$ cat src/rtl/ninjakun_inpcond_if.sv
// Input-conditioner bus: raw arcade controls in, negative-logic control bytes out.
// master drives JOY1/JOY2/START1/START2/COIN1/COIN2/SERVICE/VBLK and reads CTR1o..CTR3o;
// slave (the conditioner) does the reverse.
interface ninjakun_inpcond_if;
    logic [5:0] JOY1;
    logic [5:0] JOY2;
    logic       START1;
    logic       START2;
    logic       COIN1;
    logic       COIN2;
    logic       SERVICE;
    logic       VBLK;
    logic [7:0] CTR1o;
    logic [7:0] CTR2o;
    logic [7:0] CTR3o;

    modport master (
        output JOY1, JOY2, START1, START2,
        output COIN1, COIN2, SERVICE, VBLK,
        input  CTR1o, CTR2o, CTR3o
    );

    modport slave (
        input  JOY1, JOY2, START1, START2,
        input  COIN1, COIN2, SERVICE, VBLK,
        output CTR1o, CTR2o, CTR3o
    );
endinterface

$ cat src/rtl/ninjakun_inpcond.sv
// Ninjakun input conditioner: synchronizes and debounces the player controls,
// shapes each coin press into a frame-timed pulse, and packs the negative-logic
// control bytes.
// Ports: INPCL clock, RESET async active-high, bus (slave modport) carrying
//   JOY1/JOY2 {B2,B1,Down,Up,Left,Right}, START1/2, COIN1/2, SERVICE, VBLK in
//   and CTR1o = ~{START1,COIN1P,J1}, CTR2o = ~{START2,COIN2P,J2},
//   CTR3o = {7'h7F,~SERVICE} out.
// Parameters: DEB_DIV (cycles per debounce tick), COIN_FRAMES (pulse/gap frames).
// Option: define NINJAKUN_INPCOND_SOCD_EN to cancel opposing joystick directions.
module ninjakun_inpcond #(
    parameter int DEB_DIV     = 1024,
    parameter int COIN_FRAMES = 3
) (
    input logic               INPCL,
    input logic               RESET,
    ninjakun_inpcond_if.slave bus
);

    localparam int          NB       = 17;
    localparam logic [3:0]  CF       = 4'(COIN_FRAMES);
    localparam logic [15:0] DIV_LAST = 16'(DEB_DIV - 1);

    typedef enum logic [1:0] {
        IDLE  = 2'd0,
        PULSE = 2'd1,
        GAP   = 2'd2
    } coin_st_e;

    // Bit map: [5:0] JOY1, [11:6] JOY2, 12 START1, 13 START2,
    // 14 COIN1, 15 COIN2, 16 SERVICE.
    logic [NB-1:0] raw;
    assign raw = {bus.SERVICE, bus.COIN2, bus.COIN1,
                  bus.START2, bus.START1, bus.JOY2, bus.JOY1};

    logic [NB-1:0] sync1_q, sync2_q;
    logic [NB-1:0] hist1_q, hist2_q;
    logic [NB-1:0] deb_q, deb_d;
    logic          vblk1_q, vblk2_q, vblk3_q;
    logic [15:0]   pre_q, pre_d;
    logic [1:0]    coin_prev_q;
    logic          tick;
    logic          frame;
    logic [1:0]    rise;
    logic [1:0]    coinp;

    assign tick  = (pre_q == DIV_LAST);
    assign pre_d = tick ? 16'd0 : pre_q + 16'd1;
    assign frame = vblk2_q & ~vblk3_q;
    assign rise  = deb_q[15:14] & ~coin_prev_q;

    // A bit only moves when this tick's sample and the two before it agree.
    always_comb begin
        logic [NB-1:0] agree;
        agree = ~(sync2_q ^ hist1_q) & ~(sync2_q ^ hist2_q);
        deb_d = deb_q;
        if (tick) begin
            deb_d = (agree & sync2_q) | (~agree & deb_q);
        end
    end

    always_ff @(posedge INPCL or posedge RESET) begin
        if (RESET) begin
            sync1_q     <= '0;
            sync2_q     <= '0;
            hist1_q     <= '0;
            hist2_q     <= '0;
            deb_q       <= '0;
            vblk1_q     <= 1'b0;
            vblk2_q     <= 1'b0;
            vblk3_q     <= 1'b0;
            pre_q       <= '0;
            coin_prev_q <= '0;
        end else begin
            sync1_q     <= raw;
            sync2_q     <= sync1_q;
            vblk1_q     <= bus.VBLK;
            vblk2_q     <= vblk1_q;
            vblk3_q     <= vblk2_q;
            pre_q       <= pre_d;
            deb_q       <= deb_d;
            coin_prev_q <= deb_q[15:14];
            if (tick) begin
                hist1_q <= sync2_q;
                hist2_q <= hist1_q;
            end
        end
    end

    for (genvar c = 0; c < 2; c++) begin : g_coin
        coin_st_e   st_q, st_d;
        logic [3:0] cnt_q, cnt_d;
        logic       pend_q, pend_d;

        always_ff @(posedge INPCL or posedge RESET) begin
            if (RESET) begin
                st_q   <= IDLE;
                cnt_q  <= '0;
                pend_q <= 1'b0;
            end else begin
                st_q   <= st_d;
                cnt_q  <= cnt_d;
                pend_q <= pend_d;
            end
        end

        // In IDLE a press wins over a coincident frame: the pulse starts
        // with a full count. A press arriving with the last gap frame is
        // taken as the pending press.
        always_comb begin
            st_d   = st_q;
            cnt_d  = cnt_q;
            pend_d = pend_q;
            unique case (st_q)
                IDLE: begin
                    if (rise[c]) begin
                        st_d  = PULSE;
                        cnt_d = CF;
                    end
                end
                PULSE: begin
                    if (rise[c]) pend_d = 1'b1;
                    if (frame) begin
                        if (cnt_q == 4'd1) begin
                            st_d  = GAP;
                            cnt_d = CF;
                        end else begin
                            cnt_d = cnt_q - 4'd1;
                        end
                    end
                end
                GAP: begin
                    if (rise[c]) pend_d = 1'b1;
                    if (frame) begin
                        if (cnt_q == 4'd1) begin
                            if (pend_d) begin
                                st_d   = PULSE;
                                cnt_d  = CF;
                                pend_d = 1'b0;
                            end else begin
                                st_d  = IDLE;
                                cnt_d = 4'd0;
                            end
                        end else begin
                            cnt_d = cnt_q - 4'd1;
                        end
                    end
                end
                default: begin
                    st_d   = IDLE;
                    cnt_d  = 4'd0;
                    pend_d = 1'b0;
                end
            endcase
        end

        assign coinp[c] = (st_q == PULSE);
    end

    logic [5:0] j1, j2;

`ifdef NINJAKUN_INPCOND_SOCD_EN
    function automatic logic [5:0] socd(input logic [5:0] j);
        logic [5:0] r;
        r = j;
        if (j[0] & j[1]) r[1:0] = 2'b00;
        if (j[2] & j[3]) r[3:2] = 2'b00;
        return r;
    endfunction

    assign j1 = socd(deb_q[5:0]);
    assign j2 = socd(deb_q[11:6]);
`else
    assign j1 = deb_q[5:0];
    assign j2 = deb_q[11:6];
`endif

    assign bus.CTR1o = ~{deb_q[12], coinp[0], j1};
    assign bus.CTR2o = ~{deb_q[13], coinp[1], j2};
    assign bus.CTR3o = {7'h7F, ~deb_q[16]};

endmodule

$ cat src/flat_wrapper.sv
// flat-port wrapper written by rule: the top's interface ports become plain ports
module ninjakun_inpcond_flat 
#(
    parameter int DEB_DIV     = 1024,
    parameter int COIN_FRAMES = 3
)
  (INPCL, RESET, bus_JOY1, bus_JOY2, bus_START1, bus_START2, bus_COIN1, bus_COIN2, bus_SERVICE, bus_VBLK, bus_CTR1o, bus_CTR2o, bus_CTR3o);
  ninjakun_inpcond_if bus_i ();
  input logic INPCL;
  input logic RESET;
  input wire logic [$bits(bus_i.JOY1)-1:0] bus_JOY1;
  input wire logic [$bits(bus_i.JOY2)-1:0] bus_JOY2;
  input wire logic [$bits(bus_i.START1)-1:0] bus_START1;
  input wire logic [$bits(bus_i.START2)-1:0] bus_START2;
  input wire logic [$bits(bus_i.COIN1)-1:0] bus_COIN1;
  input wire logic [$bits(bus_i.COIN2)-1:0] bus_COIN2;
  input wire logic [$bits(bus_i.SERVICE)-1:0] bus_SERVICE;
  input wire logic [$bits(bus_i.VBLK)-1:0] bus_VBLK;
  output wire logic [$bits(bus_i.CTR1o)-1:0] bus_CTR1o;
  output wire logic [$bits(bus_i.CTR2o)-1:0] bus_CTR2o;
  output wire logic [$bits(bus_i.CTR3o)-1:0] bus_CTR3o;
  assign bus_i.JOY1 = bus_JOY1;
  assign bus_i.JOY2 = bus_JOY2;
  assign bus_i.START1 = bus_START1;
  assign bus_i.START2 = bus_START2;
  assign bus_i.COIN1 = bus_COIN1;
  assign bus_i.COIN2 = bus_COIN2;
  assign bus_i.SERVICE = bus_SERVICE;
  assign bus_i.VBLK = bus_VBLK;
  assign bus_CTR1o = bus_i.CTR1o;
  assign bus_CTR2o = bus_i.CTR2o;
  assign bus_CTR3o = bus_i.CTR3o;
  ninjakun_inpcond #(.DEB_DIV(DEB_DIV), .COIN_FRAMES(COIN_FRAMES)) u_core (.INPCL(INPCL), .RESET(RESET), .bus(bus_i));
endmodule
$ cat config.mk
export PLATFORM = sky130hd
export DESIGN_NAME = ninjakun_inpcond_flat
export DESIGN_NICKNAME = d
export VERILOG_FILES = /design/src/rtl/ninjakun_inpcond_if.sv /design/src/rtl/ninjakun_inpcond.sv /design/src/flat_wrapper.sv
export SDC_FILE = /design/constraint.sdc
export NUM_CORES = 1
export LEC_CHECK = 0
export ABC_AREA = 0
export CAP_MARGIN = 20
export CORE_MARGIN = 1
export CORE_UTILIZATION = 41
export CTS_CLUSTER_SIZE = 16
export DETAILED_ROUTE_END_ITERATION = 12
export DONT_BUFFER_PORTS = 1
export HOLD_SLACK_MARGIN = 0.1
export PLACE_DENSITY = 0.63
export SLEW_MARGIN = 20
export SYNTH_ARGS = -nofsm -noshare
export SYNTH_HDL_FRONTEND = slang
export SYNTH_SLANG_ARGS = --single-unit
$ cat constraint.sdc
create_clock -name INPCL -period 4 [get_ports INPCL]
set_input_delay 0.2 -clock INPCL [delete_from_list [all_inputs] [get_ports INPCL]]
set_output_delay 0.2 -clock INPCL [all_outputs]
set_load 0.01 [all_outputs]
==> results of run 1 <==
[worst max-delay path, stage by stage, from the launching register on]
cell and delay (ns):
dfrtp_1 0.40, ha_1 0.24, and4_1 0.27, and4_2 0.72, buf_4 0.35, a31oi_1 0.11, nor3_1 0.15
[synth_stat cells (all sizes together)]
| cell type | count |
|---|---|
| o22ai | 2 |
| a22o | 2 |
| nor2b | 3 |
| clkbuf | 3 |
| nor4 | 21 |
| nand2b | 3 |
| o21ai | 14 |
| dfrtp | 120 |
| and2 | 2 |
| nand2 | 111 |
| xor2 | 6 |
| and2b | 1 |
| nand4 | 2 |
| nand3 | 11 |
| nor2 | 26 |
| or3b | 2 |
| o22a | 1 |
| a31oi | 17 |
| xnor2 | 5 |
| nor3b | 3 |
| o31ai | 7 |
| a21oi | 17 |
| inv | 28 |
| nor3 | 20 |
| and3 | 5 |
| buf | 15 |
| conb | 1 |
| mux2 | 3 |
| and4 | 3 |
| a21boi | 1 |
| or4 | 4 |
| ha | 13 |
| o21ba | 1 |
| nand3b | 1 |
[how the worst max path moves through the flow]
stage	end	slack, ns
floorplan	asynchronous set/reset pin	0.61
global placement	flop	1.75
detailed placement	flop	1.64
CTS	flop	1.65
global route	flop	1.43
finish	flop	1.66
[area by class of cell]
type | instances | area [um2] | share of cell area
timing repair buffer | 23 | 220.2 | 0.03770
clock buffer | 22 | 474.2 | 0.08117
tap | 143 | 178.9 | 0.03063
inverter | 28 | 107.6 | 0.01842
sequential | 120 | 3003 | 0.5140
clock inverter | 10 | 142.6 | 0.02442
multi-input combinational | 314 | 1715 | 0.2936
[stage by stage]
step           area [um2]  power, mW  cells
3_5_place_dp         5035      1.299    609
4_1_cts              5842      2.890    660
5_1_grt              5842      2.947    660
3_3_place_gp         5035      1.297    609
6_report             5842      2.850    660
2_1_floorplan        4935      1.291    480
[layout by cell type, fill, tap and decap left out, types with 2 or more instances in the layout]
cell             n
nor2b_1          3
mux2_2           3
ha_1            13
buf_4            4
nand3_1         11
a22o_1           2
dfrtp_1        120
nor3b_1          3
and2_1           2
or3b_1           2
xor2_1           6
nand4_1          2
nor3_1          20
nor4_1          20
and3_1           5
clkinvlp_4       4
xnor2_1          5
or4_1            4
clkbuf_8         3
a31oi_1         17
a21oi_1         17
clkbuf_16       17
o21ai_0         14
o31ai_1          7
nand2_1        111
bufinv_16        3
clkbuf_1         2
and4_1           2
nor2_1          26
dlygate4sd3_1   19
o22ai_2          2
conb_1           7
nand2b_1         3
inv_1           27
[logic make-up (layout without fill, tap and decap cells)]
family | count (synthesis) | count (layout) | share of synthesized area
buffers and inverters | 46 | 83 | 0.04432
AOI/OAI and AO/OA | 62 | 62 | 0.07794
xor gates and xnor gates | 11 | 11 | 0.01961
muxes | 3 | 3 | 0.006877
and+or+nand+nor | 218 | 218 | 0.2061
DFF | 120 | 120 | 0.6113
other | 1 | 7 | 0.0007634
adders and majority gates | 13 | 13 | 0.03311
[where the power goes]
group          internal (mW)  switching, mW
Clock                   1.03          0.529
Sequential              1.23         0.0100
Combinational         0.0156         0.0312
Total                   2.28          0.570
[routing by layer]
layer	vias to the layer above	global-route usage	wire length [um]
met1	1671	0.1912	4127
met4	0	0.06577	133
met5	-	0	0
met2	54	0.2496	4165
li1	1668	-	-
met3	12	0.05661	346
[timing repair]
item | CTS | global route
resized for setup | 0 | 0
buffers inserted | 0 | 0
endpoints found under the hold margin | 67 | 0
endpoints found under the setup margin | 0 | 0
hold buffers | 19 | 0
==> summary.txt, run 1 <==
Min path
  – Launch point of the worst hold path: bus_JOY2[5]
  – Class of the tightest hold or removal check: in -> reg
  – Worst hold path stage count: 1
  – Hold EP: u_core.sync1_q[11]

Global routing
  – Total global routing overflow: 0
  – Gr usage total: 0.1560
  – Pin count of the biggest net entering global routing: 53
  – Initial antenna violation count: 0
  – Via count of the first global-routing pass: between 3k and 4k
  – Global-route wire length before repair: between 15000 and 20000 um

Timing
  – Period Utilization, post-route: 0.5854
  – Smallest setup slack after layout: ~1.7 ns
  – Timing-limited maximum frequency: ~0.43 GHz
  – Final count of pins violating max slew: 0
  – Final-layout setup total negative slack: 0 ns
  – Tmin final: 2.342 ns
  – Final Skew: between 0.008 and 0.009 ns
  – Post-Route Hold Slack: ~0.34 ns
  – Number of setup violations in the final report: 0
  – Final hold viol count: 0
  – Setup repair after global routing missed its margin: no
  – Max_slew headroom: 0.5360
  – Worst Max-Slew Pin Slew: just under 0.7 ns

Drt
  – Number of detailed-route iterations in the first pass: 8
  – Routed len/inst: between 10 and 15 um
  – DRC violations left: 4
  – Drt total wl: between 8000 and 9000 um
  – Via/cell ratio: 5.159
  – Remaining antenna violation count after routing: 0
  – DRC violation total after the first TritonRoute iteration: slightly below 200
  – Total vias in the final route: 3405

Clock network
  – Number of buffers inserted during clock tree synthesis: 17
  – Worst-path clk slew: about 0.05 ns
  – Clock latency at the later pin of the worst-skew pair: between 0.4 and 0.5 ns
  – Sink Count: 120
  – Clock H-tree levels: 4
  – Deepest clock path buffer count: 2
  – TritonCTS clock tree: yes
  – Clock tree root buffer cell: clkbuf_16

Yosys
  – Top cell type's share of synthesized area: 0.6113
  – Number of storage elements in the synthesis netlist: 120
  – Yosys cell types: 37
  – Post-synthesis cell count: about 470
  – Mapped cell area: between 4000 and 5000 um2
  – Share of the yosys chip area belonging to registers: 0.6113
  – Yosys top cell by area: dfrtp_1
  – Per-instance average area after synthesis: 10.36 um2
  – Most area-consuming cells after synthesis: dfrtp_1 (61%), nand2_1 (8.5%), ha_1 (3.3%), nor4_1 (2.5%), a31oi_1 (2.2%)
  – Count of synthesis-stage warnings from yosys: 0

Critical path
  – Critical Setup Path Class: reg -> reg
  – Crit. Startpoint: u_core.pre_q[0]
  – Worst endpoint data arrival time: ~2.7 ns
  – Register-to-register setup slack: ~1.7 ns
  – Type of destination of the critical path: flop
  – Startpoint of the most critical register-to-register path: u_core.pre_q[0]
  – Worst path required time: around 4.3 ns
  – Largest driver fanout on the critical path: 38
  – Worst reg-to-reg path cell count: 6
  – Startpoint types: flop

Placement
  – Global placer's final weighted congestion: between 0.7 and 0.8
  – Worst Setup Slack post-DPL: between 1.5 and 2 ns
  – Placed wire-length estimate: approximately 5200 um
  – Number of buffer cells added on primary ports: 0

Die
  – Effective utilization at floorplan: 0.4248
  – CORE AREA: 11560 um2
  – Num ports: 44
  – Die Footprint: ~12000 um2
  – Cell Rows: 39
  – Chip height: between 100 and 150 um
  – Die W: between 100 and 150 um

Finish
  – ANT cells: 0
  – Number of inserted filler cells in the final layout: ~1000
  – Share of post-route cells with drive strength above 1: 0.08317
  – Final core utilization: 0.5051
  – Relative area change from synthesis to final layout: 18.93%
  – Number of nets at the end of the flow: 537

Power
  – Power per Cell Area: 487.9 nW/um2
  – Worst vdd ir: 0.0004270 V
  – Leakage power total: 2.758 nW

Outcome
  – Failing checks: design-rule violations
  – Run status: finished, violations left

Run
  – Number of max-cap violations: 0
Note: power is estimated with default switching activity, not from simulation.
==> run 2, diff against run 1 <==
Settings changed: PLACE_DENSITY 0.63 to 0.65.
Clock period 4 ns to 2.1 ns, I/O delays scaled along.
==> run 2 against run 1 <==
Compared with the run above: the flow still finishes with violations (design-rule violations); critical path depth unchanged; sequential power rose by 91%; clock skew increased by 0.0036 ns; first-iteration DRC count rose by 27%; largest cell class unchanged; clock power up 91%.
==> summary.txt, run 2 (synthesized netlist as in run 1, its figures left out) <==
Outcome
  – Run status: finished, violations left (unchanged)
  – Failing checks: design-rule violations (unchanged)

Placement
  – Placed wire-length estimate: 5290 um (was 5218 um)
  – Global placer's final weighted congestion: 0.7828 (was 0.7599)
  – Worst Setup Slack post-DPL: 0.1247 ns (was 1.644 ns)
  – Number of buffer cells added on primary ports: 0 (unchanged)
  – Post-place instance area: 5099 um2 (was 5035 um2)
  – Placed instance count: 614 (was 609)

Clock network
  – Sink Count: 120 (unchanged)
  – Deepest clock path buffer count: 2 (unchanged)
  – TritonCTS clock tree: yes (unchanged)
  – Number of buffers inserted during clock tree synthesis: 17 (unchanged)
  – Post-CTS Setup Repair Bufs: 0 (unchanged)
  – Worst-path clk slew: 0.06 ns (was 0.05 ns)
  – Clock H-tree levels: 4 (unchanged)
  – Clock latency at the later pin of the worst-skew pair: 0.41 ns (about the same)
  – Clock tree root buffer cell: clkbuf_16 (unchanged)

Drt
  – Drt total wl: 8591 um (was 8773 um)
  – DRC violation total after the first TritonRoute iteration: 251 (was 197)
  – Remaining antenna violation count after routing: 0 (unchanged)
  – Number of detailed-route iterations in the first pass: 8 (unchanged)
  – Total vias in the final route: 3409 (was 3405)
  – Via/cell ratio: 5.126 (was 5.159)
  – Routed len/inst: 12.92 um (was 13.29 um)
  – DRC violations left: 2 (was 4)

Critical path
  – Register-to-register setup slack: 0.24 ns (was 1.66 ns)
  – Largest driver fanout on the critical path: 5 (was 38)
  – Number of buffers and inverters on the critical path: 1 (unchanged)
  – Reg2Reg Capture Point: u_core.g_coin[1].cnt_q[1]
  – Worst path required time: 2.37 ns (was 4.32 ns)
  – Startpoint of the most critical register-to-register path: u_core.g_coin[1].cnt_q[1] (was u_core.pre_q[0])
  – Cell count along the critical path: 6 (unchanged)
  – Type of destination of the critical path: flop (unchanged)
  – Worst reg-to-reg path cell count: 6 (unchanged)
  – Critical Path Max Stage Delay: 0.45 ns (was 0.72 ns)
  – Crit. Startpoint: u_core.g_coin[1].cnt_q[1] (was u_core.pre_q[0])
  – Worst endpoint data arrival time: 2.13 ns (was 2.66 ns)
  – Startpoint types: flop (unchanged)
  – Critical path capture point: u_core.g_coin[1].cnt_q[1]
  – Family of cells with the greatest summed delay on the critical path: simple AND/OR/NAND/NOR gates (unchanged)
  – Critical Setup Path Class: reg -> reg (unchanged)
  – Sequence of cells on the critical path: inv_1 > ha_1 > or3b_1 > or4_1 > a21oi_1 > o31ai_1 (was ha_1 > and4_1 > and4_2 > buf_4 > a31oi_1 > nor3_1)
  – Crit-path slowest cell: or4_1 (was and4_2)

Finish
  – Commonest non-fill, non-tap cells in the layout: dfrtp_1 (120), nand2_1 (111), inv_1 (27) (unchanged)
  – Share of post-route cells with drive strength above 1: 0.09770 (was 0.08317)
  – Relative area change from synthesis to final layout: 20.22% (was 18.93%)
  – Layout Cell Area excl Fill: 5906 um2 (was 5842 um2)
  – Leading cell type in the layout, fill and taps excluded: dfrtp_1 (unchanged)
  – Number of nets at the end of the flow: 542 (was 537)
  – ANT cells: 0 (unchanged)
  – Post-route insts no fill: 665 (was 660)

Die
  – Cell Rows: 39 (unchanged)
  – Chip height: 111.5 um (unchanged)
  – Die Footprint: 12420 um2 (unchanged)
  – Die W: 111.5 um (unchanged)
  – Num ports: 44 (unchanged)
  – Effective utilization at floorplan: 0.4248 (unchanged)
  – CORE AREA: 11560 um2 (unchanged)

Timing
  – Final Skew: 0.01248 ns (was 0.008835 ns)
  – Final count of pins violating max slew: 0 (unchanged)
  – Number of setup violations in the final report: 0 (unchanged)
  – Timing-limited maximum frequency: 0.5373 GHz (was 0.4271 GHz)
  – Final-layout setup total negative slack: 0 ns (unchanged)
  – Setup repair after global routing missed its margin: no (unchanged)
  – Post-Route Hold Slack: 0.2488 ns (was 0.3396 ns)
  – Worst Max-Slew Pin Slew: 0.6393 ns (was 0.6960 ns)
  – Final hold viol count: 0 (unchanged)
  – Period Utilization, post-route: 0.8863 (was 0.5854)
  – Smallest setup slack after layout: 0.2388 ns (was 1.658 ns)
  – Max_slew headroom: 0.5738 (was 0.5360)
  – Tmin final: 1.861 ns (was 2.342 ns)

Power
  – Leakage power total: 2.798 nW (was 2.758 nW)
  – Sequential fraction of design power: 0.435 (was 0.437)
  – Clock group share of total power: 0.548 (was 0.547)
  – Comb pwr share: 0.016 (about the same)
  – Switch Pwr: 1.169 mW (was 0.5703 mW)
  – Switching Fraction: 0.2148 (was 0.2001)
  – Int Power: 4.271 mW (was 2.280 mW)
  – Power per Cell Area: 921.0 nW/um2 (was 487.9 nW/um2)
  – Worst vdd ir: 0.0005890 V (was 0.0004270 V)

Global routing
  – Pin count of the biggest net entering global routing: 121 (was 53)
  – Via count of the first global-routing pass: 3410 (was 3302)
  – Initial antenna violation count: 0 (unchanged)
  – Gr usage total: 0.1535 (was 0.1560)
  – Global-route wire length before repair: 15140 um (was 15190 um)
  – Total global routing overflow: 0 (unchanged)

Run
  – Number of max-cap violations: 0 (unchanged)

Min path
  – Class of the tightest hold or removal check: in -> reg (unchanged)
==> run 2: cell types whose count changed in the layout (fill, tap and decap cells not counted), sizes merged <==
cell,previous run,this run
inv,29,32
clkinv,2,6
buf,4,9
clkbuf,22,17
clkinvlp,4,2
==> run 2: power by group through the flow <==
stage	clock, mW	sequential (mW)	combinational [mW]
floorplan	0	2.40	0.0565
global placement	0	2.41	0.0634
detailed placement	0	2.41	0.0651
CTS	3.04	2.37	0.0929
global route	3.14	2.37	0.103
finish	2.98	2.37	0.0890
==> run 2: what timing repair did <==
item                       in CTS  in global routing
gates resized for setup         0                  1
hold endpoints to repair      138                  0
hold buffers                   19                  0
setup endpoints to repair       0                  2
==> run 2: worst register-to-register path: cells and delay by family (launching register included) <==
kind,cells,cell delay [ns]
AND/OR/NAND/NOR,2,0.86
flip-flops,1,0.41
AO/OA/AOI/OAI,2,0.23
adder cells (fa/ha/maj),1,0.15
buffers and inverters,1,0.09
==> run 2: worst min path at each step <==
stage	start	endpoint	slack, ns	cells past startpoint
6_report	bus_JOY1[1]	u_core.sync1_q[1]	0.25	1
5_1_grt	bus_JOY1[1]	u_core.sync1_q[1]	0.23	1
4_1_cts	bus_JOY2[2]	u_core.sync1_q[8]	0.23	1
3_5_place_dp	bus_JOY2[5]	u_core.sync1_q[11]	0.14	0
3_3_place_gp	bus_JOY1[3]	u_core.sync1_q[3]	0.14	0
2_1_floorplan	bus_JOY1[0]	u_core.sync1_q[0]	0.14	0
==> run 2: per-stage QoR <==
| step | util | power (mW) |
|---|---|---|
| 2_1_floorplan | - | 2.461 |
| 3_3_place_gp | 0.4409 | 2.472 |
| 3_5_place_dp | 0.4409 | 2.475 |
| 4_1_cts | 0.5104 | 5.502 |
| 5_1_grt | 0.5107 | 5.611 |
| 6_report | 0.5107 | 5.439 |
==> run 2: final cells by class <==
class / count / area, um2
Multi-Input combinational cell: 314 / 1718
Inverter: 28 / 108.9
Clock inverter: 15 / 188.9
Tap cell: 143 / 178.9
Fill cell: 972 / 5659
Timing Repair Buffer: 28 / 282.8
Sequential cell: 120 / 3003
Clock buffer: 17 / 425.4
==> run 2: layer usage <==
| layer | vias up | GRT usage | routed length (um) |
|---|---|---|---|
| met5 | - | 0 | 0 |
| li1 | 1671 | - | - |
| met3 | 5 | 0.05280 | 276 |
| met1 | 1667 | 0.1827 | 3903 |
| met4 | 0 | 0.05946 | 73 |
| met2 | 66 | 0.2567 | 4338 |
